<file path="config.mk">
export PLATFORM = sky130hd
export DESIGN_NAME = aes_host_ctrl
export DESIGN_NICKNAME = d
export VERILOG_FILES = /design/src/rtl/aes_host_ctrl.sv
export SDC_FILE = /design/constraint.sdc
export NUM_CORES = 1
export LEC_CHECK = 0
export ABC_AREA = 1
export BUFFER_PORTS_ARGS = -buffer_cell sky130_fd_sc_hd__buf_2
export CELL_PAD_IN_SITES_DETAIL_PLACEMENT = 0
export CELL_PAD_IN_SITES_GLOBAL_PLACEMENT = 1
export CORE_AREA = 2 2 302 304
export DETAILED_ROUTE_END_ITERATION = 8
export DIE_AREA = 0 0 304 306
export PLACE_DENSITY_LB_ADDON = 0.05
export SLEW_MARGIN = 30
export SYNTH_ARGS = -nofsm -noshare
export SYNTH_HDL_FRONTEND = slang
export SYNTH_SLANG_ARGS = --single-unit
</file>
<file path="constraint.sdc">
create_clock -name clk -period 2 [get_ports clk]
set_input_delay 0.2 -clock clk [delete_from_list [all_inputs] [get_ports clk]]
set_output_delay 0.2 -clock clk [all_outputs]
set_load 0.02 [all_outputs]
</file>
<file path="src/rtl/aes_host_ctrl.sv">
// -----------------------------------------------------------------------------
// aes_host_ctrl
//
// Request-side controller for an AES core wrapper. It accepts one 128-bit
// encrypt/decrypt job at a time and sequences the core strobes (kld for
// inverse-cipher key expansion, then ld). It captures the core result, or
// reports a timeout error, and returns it over a response port.
//
// The last key expanded for decryption is cached. A decrypt job that
// presents the same key again skips the kld strobe and the expansion wait.
// Encrypt jobs neither read nor touch the cache. A timeout invalidates the
// cache, because the core's expanded-key state is then unknown.
//
// Handshakes (valid/ready):
//   A transfer happens on a rising edge where valid && ready. The producer
//   holds valid and payload stable until that edge. The consumer may hold
//   ready low indefinitely. Here req_ready is high only in IDLE. rsp_valid
//   is high only in RESP, and the rsp_* fields are frozen there.
//
// Ports
//   clk, rst             clock; asynchronous active-low reset
//   req_valid/req_ready  request handshake
//   req_mode             0 = encrypt, 1 = decrypt
//   req_key, req_data    cipher key and input block
//   rsp_valid/rsp_ready  response handshake
//   rsp_data             result block (0 on error)
//   rsp_mode, rsp_err    mode of the completed job; 1 = timeout
//   aes_mode, aes_ld, aes_kld, aes_key, aes_text_in    drive the core
//   aes_text_out, aes_done                             returned by the core
//   dbg_state, dbg_kvalid                              FSM state and cache-valid flag
// -----------------------------------------------------------------------------
module aes_host_ctrl #(
    parameter int KEY_EXP_CYCLES = 12,  // 1..255
    parameter int TIMEOUT        = 64   // 1..65535
) (
    input  logic         clk,
    input  logic         rst,
    input  logic         req_valid,
    output logic         req_ready,
    input  logic         req_mode,
    input  logic [127:0] req_key,
    input  logic [127:0] req_data,
    output logic         rsp_valid,
    input  logic         rsp_ready,
    output logic [127:0] rsp_data,
    output logic         rsp_mode,
    output logic         rsp_err,
    output logic         aes_mode,
    output logic         aes_ld,
    output logic         aes_kld,
    output logic [127:0] aes_key,
    output logic [127:0] aes_text_in,
    input  logic [127:0] aes_text_out,
    input  logic         aes_done,
    output logic [2:0]   dbg_state,
    output logic         dbg_kvalid
);

    typedef enum logic [2:0] {
        S_IDLE  = 3'd0,
        S_KLD   = 3'd1,
        S_KWAIT = 3'd2,
        S_LOAD  = 3'd3,
        S_BUSY  = 3'd4,
        S_RESP  = 3'd5
    } state_t;

    state_t        r_state;
    state_t        w_next;

    logic          r_mode;
    logic [127:0]  r_key;
    logic [127:0]  r_text;
    logic [127:0]  r_kcache;
    logic          r_kvalid;
    logic [7:0]    r_wcnt;
    logic [15:0]   r_tcnt;
    logic [127:0]  r_rsp_data;
    logic          r_rsp_mode;
    logic          r_rsp_err;

    logic          w_hit;
    logic          w_tmo;

    assign w_hit = r_kvalid && (req_key == r_kcache);
    // The counter holds the number of BUSY cycles already spent without done.
    // The current cycle is the last one allowed when the counter equals TIMEOUT-1.
    assign w_tmo = (r_tcnt == 16'(TIMEOUT - 1));

    // State register
    always_ff @(posedge clk or negedge rst) begin
        if (!rst) begin
            r_state <= S_IDLE;
        end else begin
            r_state <= w_next;
        end
    end

    // Next state and strobes
    always_comb begin
        w_next    = r_state;
        req_ready = 1'b0;
        rsp_valid = 1'b0;
        aes_ld    = 1'b0;
        aes_kld   = 1'b0;
        case (r_state)
            S_IDLE: begin
                req_ready = 1'b1;
                if (req_valid) begin
                    w_next = (req_mode && !w_hit) ? S_KLD : S_LOAD;
                end
            end
            S_KLD: begin
                aes_kld = 1'b1;
                w_next  = S_KWAIT;
            end
            S_KWAIT: begin
                if (r_wcnt == 8'd1) begin
                    w_next = S_LOAD;
                end
            end
            S_LOAD: begin
                aes_ld = 1'b1;
                w_next = S_BUSY;
            end
            S_BUSY: begin
                if (aes_done || w_tmo) begin
                    w_next = S_RESP;
                end
            end
            S_RESP: begin
                rsp_valid = 1'b1;
                if (rsp_ready) begin
                    w_next = S_IDLE;
                end
            end
            default: w_next = S_IDLE;
        endcase
    end

    // Datapath: job registers, key cache, counters, response capture
    always_ff @(posedge clk or negedge rst) begin
        if (!rst) begin
            r_mode     <= 1'b0;
            r_key      <= '0;
            r_text     <= '0;
            r_kcache   <= '0;
            r_kvalid   <= 1'b0;
            r_wcnt     <= '0;
            r_tcnt     <= '0;
            r_rsp_data <= '0;
            r_rsp_mode <= 1'b0;
            r_rsp_err  <= 1'b0;
        end else begin
            case (r_state)
                S_IDLE: begin
                    if (req_valid) begin
                        r_mode <= req_mode;
                        r_key  <= req_key;
                        r_text <= req_data;
                    end
                end
                S_KLD: begin
                    r_kcache <= r_key;
                    r_kvalid <= 1'b1;
                    r_wcnt   <= 8'(KEY_EXP_CYCLES);
                end
                S_KWAIT: begin
                    if (r_wcnt != 8'd1) begin
                        r_wcnt <= r_wcnt - 8'd1;
                    end
                end
                S_LOAD: begin
                    r_tcnt <= '0;
                end
                S_BUSY: begin
                    // done takes priority over a coincident timeout
                    if (aes_done) begin
                        r_rsp_data <= aes_text_out;
                        r_rsp_mode <= r_mode;
                        r_rsp_err  <= 1'b0;
                    end else if (w_tmo) begin
                        r_rsp_data <= '0;
                        r_rsp_mode <= r_mode;
                        r_rsp_err  <= 1'b1;
                        r_kvalid   <= 1'b0;
                    end else begin
                        r_tcnt <= r_tcnt + 16'd1;
                    end
                end
                default: ;
            endcase
        end
    end

    assign aes_mode    = r_mode;
    assign aes_key     = r_key;
    assign aes_text_in = r_text;
    assign rsp_data    = r_rsp_data;
    assign rsp_mode    = r_rsp_mode;
    assign rsp_err     = r_rsp_err;
    assign dbg_state   = r_state;
    assign dbg_kvalid  = r_kvalid;

endmodule

</file>
==> results.json <==
{
  "place_hpwl_um": 67540,
  "cp-start-kind": "flop",
  "vdd_ir_drop_max_mv": 0.9159,
  "post_drt_via_cell_ratio": 4.305,
  "fin_crit_ns": 1.943,
  "dr.pass1.iters": 5,
  "post-place-ws_ns": 0.08542,
  "required_ns": 1.80,
  "grt.overflow.total": 0,
  "ys_seq_elements": 543,
  "min_path_type": "input port to async pin",
  "gp_congestion": 0.8109,
  "drive_above_1_share_pct": 30.62,
  "antenna_found_initial": 11,
  "layout.cells.non_filler": 4937,
  "crit_buf_inv": 4,
  "layout_commonest_cell": "nand2_1",
  "drtIter0Drc": 1163,
  "clock_sinks": 543,
  "critPathMostFrequentCell": "buf_6",
  "wl_per_cell_um": 18.47,
  "rsz0062_at_grt": "yes",
  "grt_max_degree": 96,
  "fin_skew_ns": 0.02799,
  "slew_viol_final": 0,
  "crit_path_max_incr_delay_ns": 0.42,
  "slowest_stage": "dfrtp_1",
  "crit_family": "buffers and inverters",
  "final_cell_mix": "nand2_1, buf_2, dfrtp_1",
  "htreeDepth": 3,
  "grt_pass1_wl_um": 138900,
  "ys_seq_area_share_pct": 58.80,
  "syn_to_final_growth_pct": 52.07,
  "clockRootBuffer": "clkbuf_16",
  "io_buffers": 784,
  "nNetsFinal": 4094,
  "grt_pass1_vias": 22750,
  "syn_nets": 2884,
  "leakage_nw": 18.06,
  "worst_slew_pin_slew_ns": 0.5382,
  "clk_pin_slew_ns": 0.06,
  "cp_max_fo": 5,
  "clk_latency_ns": 0.61,
  "grtUsageTotal_pct": 19.32,
  "cp.arrival_ns": 1.74,
  "timing.final.hold_violations": 0,
  "placementRows": 110,
  "vias": 21250,
  "crit_chain": "buf_6, nor3_4, buf_6, buf_12, buf_8",
  "die_w_um": 304,
  "end_kind": "output port",
  "cts_made_buffers": 70,
  "powerDensity_mw_per_mm2": 1536,
  "wirelength_um": 91210,
  "top_level_ports": 785,
  "tns_ns": 0,
  "placed_area_mm2": 0.02875,
  "drc": 0,
  "synth_cells": 2491,
  "core_mm2": 0.08960,
  "place_inst": 4405,
  "fmax_mhz": 514.6,
  "start_util_pct": 25.79,
  "maxCapViolCount": 0,
  "final-setup-viol-count": 0,
  "die_area_mm2": 0.09302,
  "finalCoreUtilization_pct": 39.22,
  "cts_buffer_depth": 3,
  "stdcell_area_mm2": 0.03514,
  "final_antenna_net_count": 0,
  "synthDistinctLibCells": 34,
  "synth_area_mm2": 0.02311,
  "worstSetupPathType": "flop to output port",
  "fin_crit_sh_pct": 97.16,
  "avgSynthCellArea_um2": 9.276,
  "timing.final.ws_setup_ns": 0.05683,
  "yosysWarnings": 0,
  "slew-limit-headroom_pct": 64.12,
  "status": "completed",
  "cts_tree": "yes",
  "die_h_um": 306
}
-- state kept, by name (all words and copies together), names as in the netlist --
register and flops:
aes_text_in 128, r_kcache 128, aes_mode 1, r_wcnt 8, rsp_data 128, aes_key 128
r_tcnt 16, dbg_kvalid 1, rsp_err 1, dbg_state 3, rsp_mode 1
-- worst paths after layout --
path	from	end	slack (ns)	cells past startpoint
min	rst	aes_key[20]$_DFFE_PN0P_	0.07	2
min in group clk	aes_done	rsp_mode$_DFFE_PN0P_	0.12	5
min reg2reg	rsp_data[115]$_DFFE_PN0P_	rsp_data[115]$_DFFE_PN0P_	0.46	2
max reg2reg	r_tcnt[11]$_DFFE_PN0P_	rsp_data[1]$_DFFE_PN0P_	0.17	7
max in group asynchronous	rst	aes_key[88]$_DFFE_PN0P_	1.07	4
max	dbg_state[1]$_DFFE_PN0P_	aes_kld	0.06	5
-- per-layer routing --
| layer | vias up | part of all wire [%] | track usage [%] |
|---|---|---|---|
| li1 | 10330 | - | - |
| met4 | 12 | 2.5 | 5.519 |
| met1 | 10230 | 40 | 22.77 |
| met2 | 551 | 51 | 34.27 |
| met5 | - | 0.075 | 0 |
| met3 | 125 | 6.3 | 5.316 |
-- worst register-to-register path, delay by kind of cell, from the launching register on --
| kind | cells | cell delay (ns) |
|---|---|---|
| AND/OR/NAND/NOR | 6 | 1.07 |
| flip-flops | 1 | 0.37 |
| buffers and inverters | 1 | 0.28 |
-- cell usage after synthesis --
master	count	share of area, %
buf_2	35	0.76
clkbuf_2	1	0.022
nor3_1	14	0.30
o21ai_0	219	4.7
o21a_1	1	0.033
nand4_1	8	0.22
nor4_1	3	0.081
buf_1	1	0.016
buf_6	10	0.49
nand2_1	874	14
nor3_4	1	0.070
buf_4	11	0.36
mux2_2	156	7.6
nand4_2	1	0.054
nand2_2	3	0.081
ha_1	3	0.16
inv_2	6	0.097
xnor2_1	15	0.57
dfrtp_1	543	59
nand3b_1	2	0.065
xor2_1	17	0.64
or2_1	1	0.027
nor2_4	2	0.097
o22ai_1	8	0.22
o21ai_1	13	0.28
nor3_2	1	0.043
nor2_1	90	1.5
or2_2	3	0.081
clkbuf_1	56	0.91
a21oi_1	9	0.19
nand3_1	160	3.5
inv_1	215	3.5
nand2_4	2	0.097
o21ai_2	7	0.27
-- layout make-up --
type	instances	area, µm²
Inverter	221	829.5
Clock buffer	112	2081
Tap cell	1176	1471
Sequential cell	543	13590
Clock inverter	15	205.2
Antenna cell	5	12.51
Multi-Input combinational cell	1613	8143
Timing Repair Buffer	1252	8807
Fill cell	9081	54460
-- logic make-up (layout without fill, tap and decap cells) --
| logic type | count (synthesis) | count (layout) | share of synthesized area (%) |
|---|---|---|---|
| simple gates | 1165 | 1165 | 20.34 |
| flops | 543 | 543 | 58.80 |
| buf+inv | 335 | 1600 | 6.140 |
| compound gates | 257 | 257 | 5.734 |
| mux | 156 | 156 | 7.602 |
| xor+xnor | 32 | 32 | 1.213 |
| fa+ha+maj | 3 | 3 | 0.1625 |
| other cells | 0 | 5 | 0 |
-- timing repair --
item                                   in CTS  in global routing
hold buffers                              391                  0
setup endpoints to repair                   3                 13
setup buffers                               2                  5
resized for setup                           5                 13
pin swaps                                   2                  4
endpoints found under the hold margin     730                  0
gates cloned                                1                  1
-- power breakdown --
part | switching (mW) | internal [mW]
clock network | 5.02 | 7.65
logic | 14.3 | 8.09
registers | 3.01 | 15.9
-- per-stage QoR --
stage	total power [mW]	hold slack, ns
floorplan	31.48	-0.09559
global placement	40.57	0.1080
detailed placement	40.81	0.1054
CTS	54.78	0.04734
global route	57.80	0.06694
finish	53.96	0.07184
Note: power is estimated with default switching activity, not from simulation.
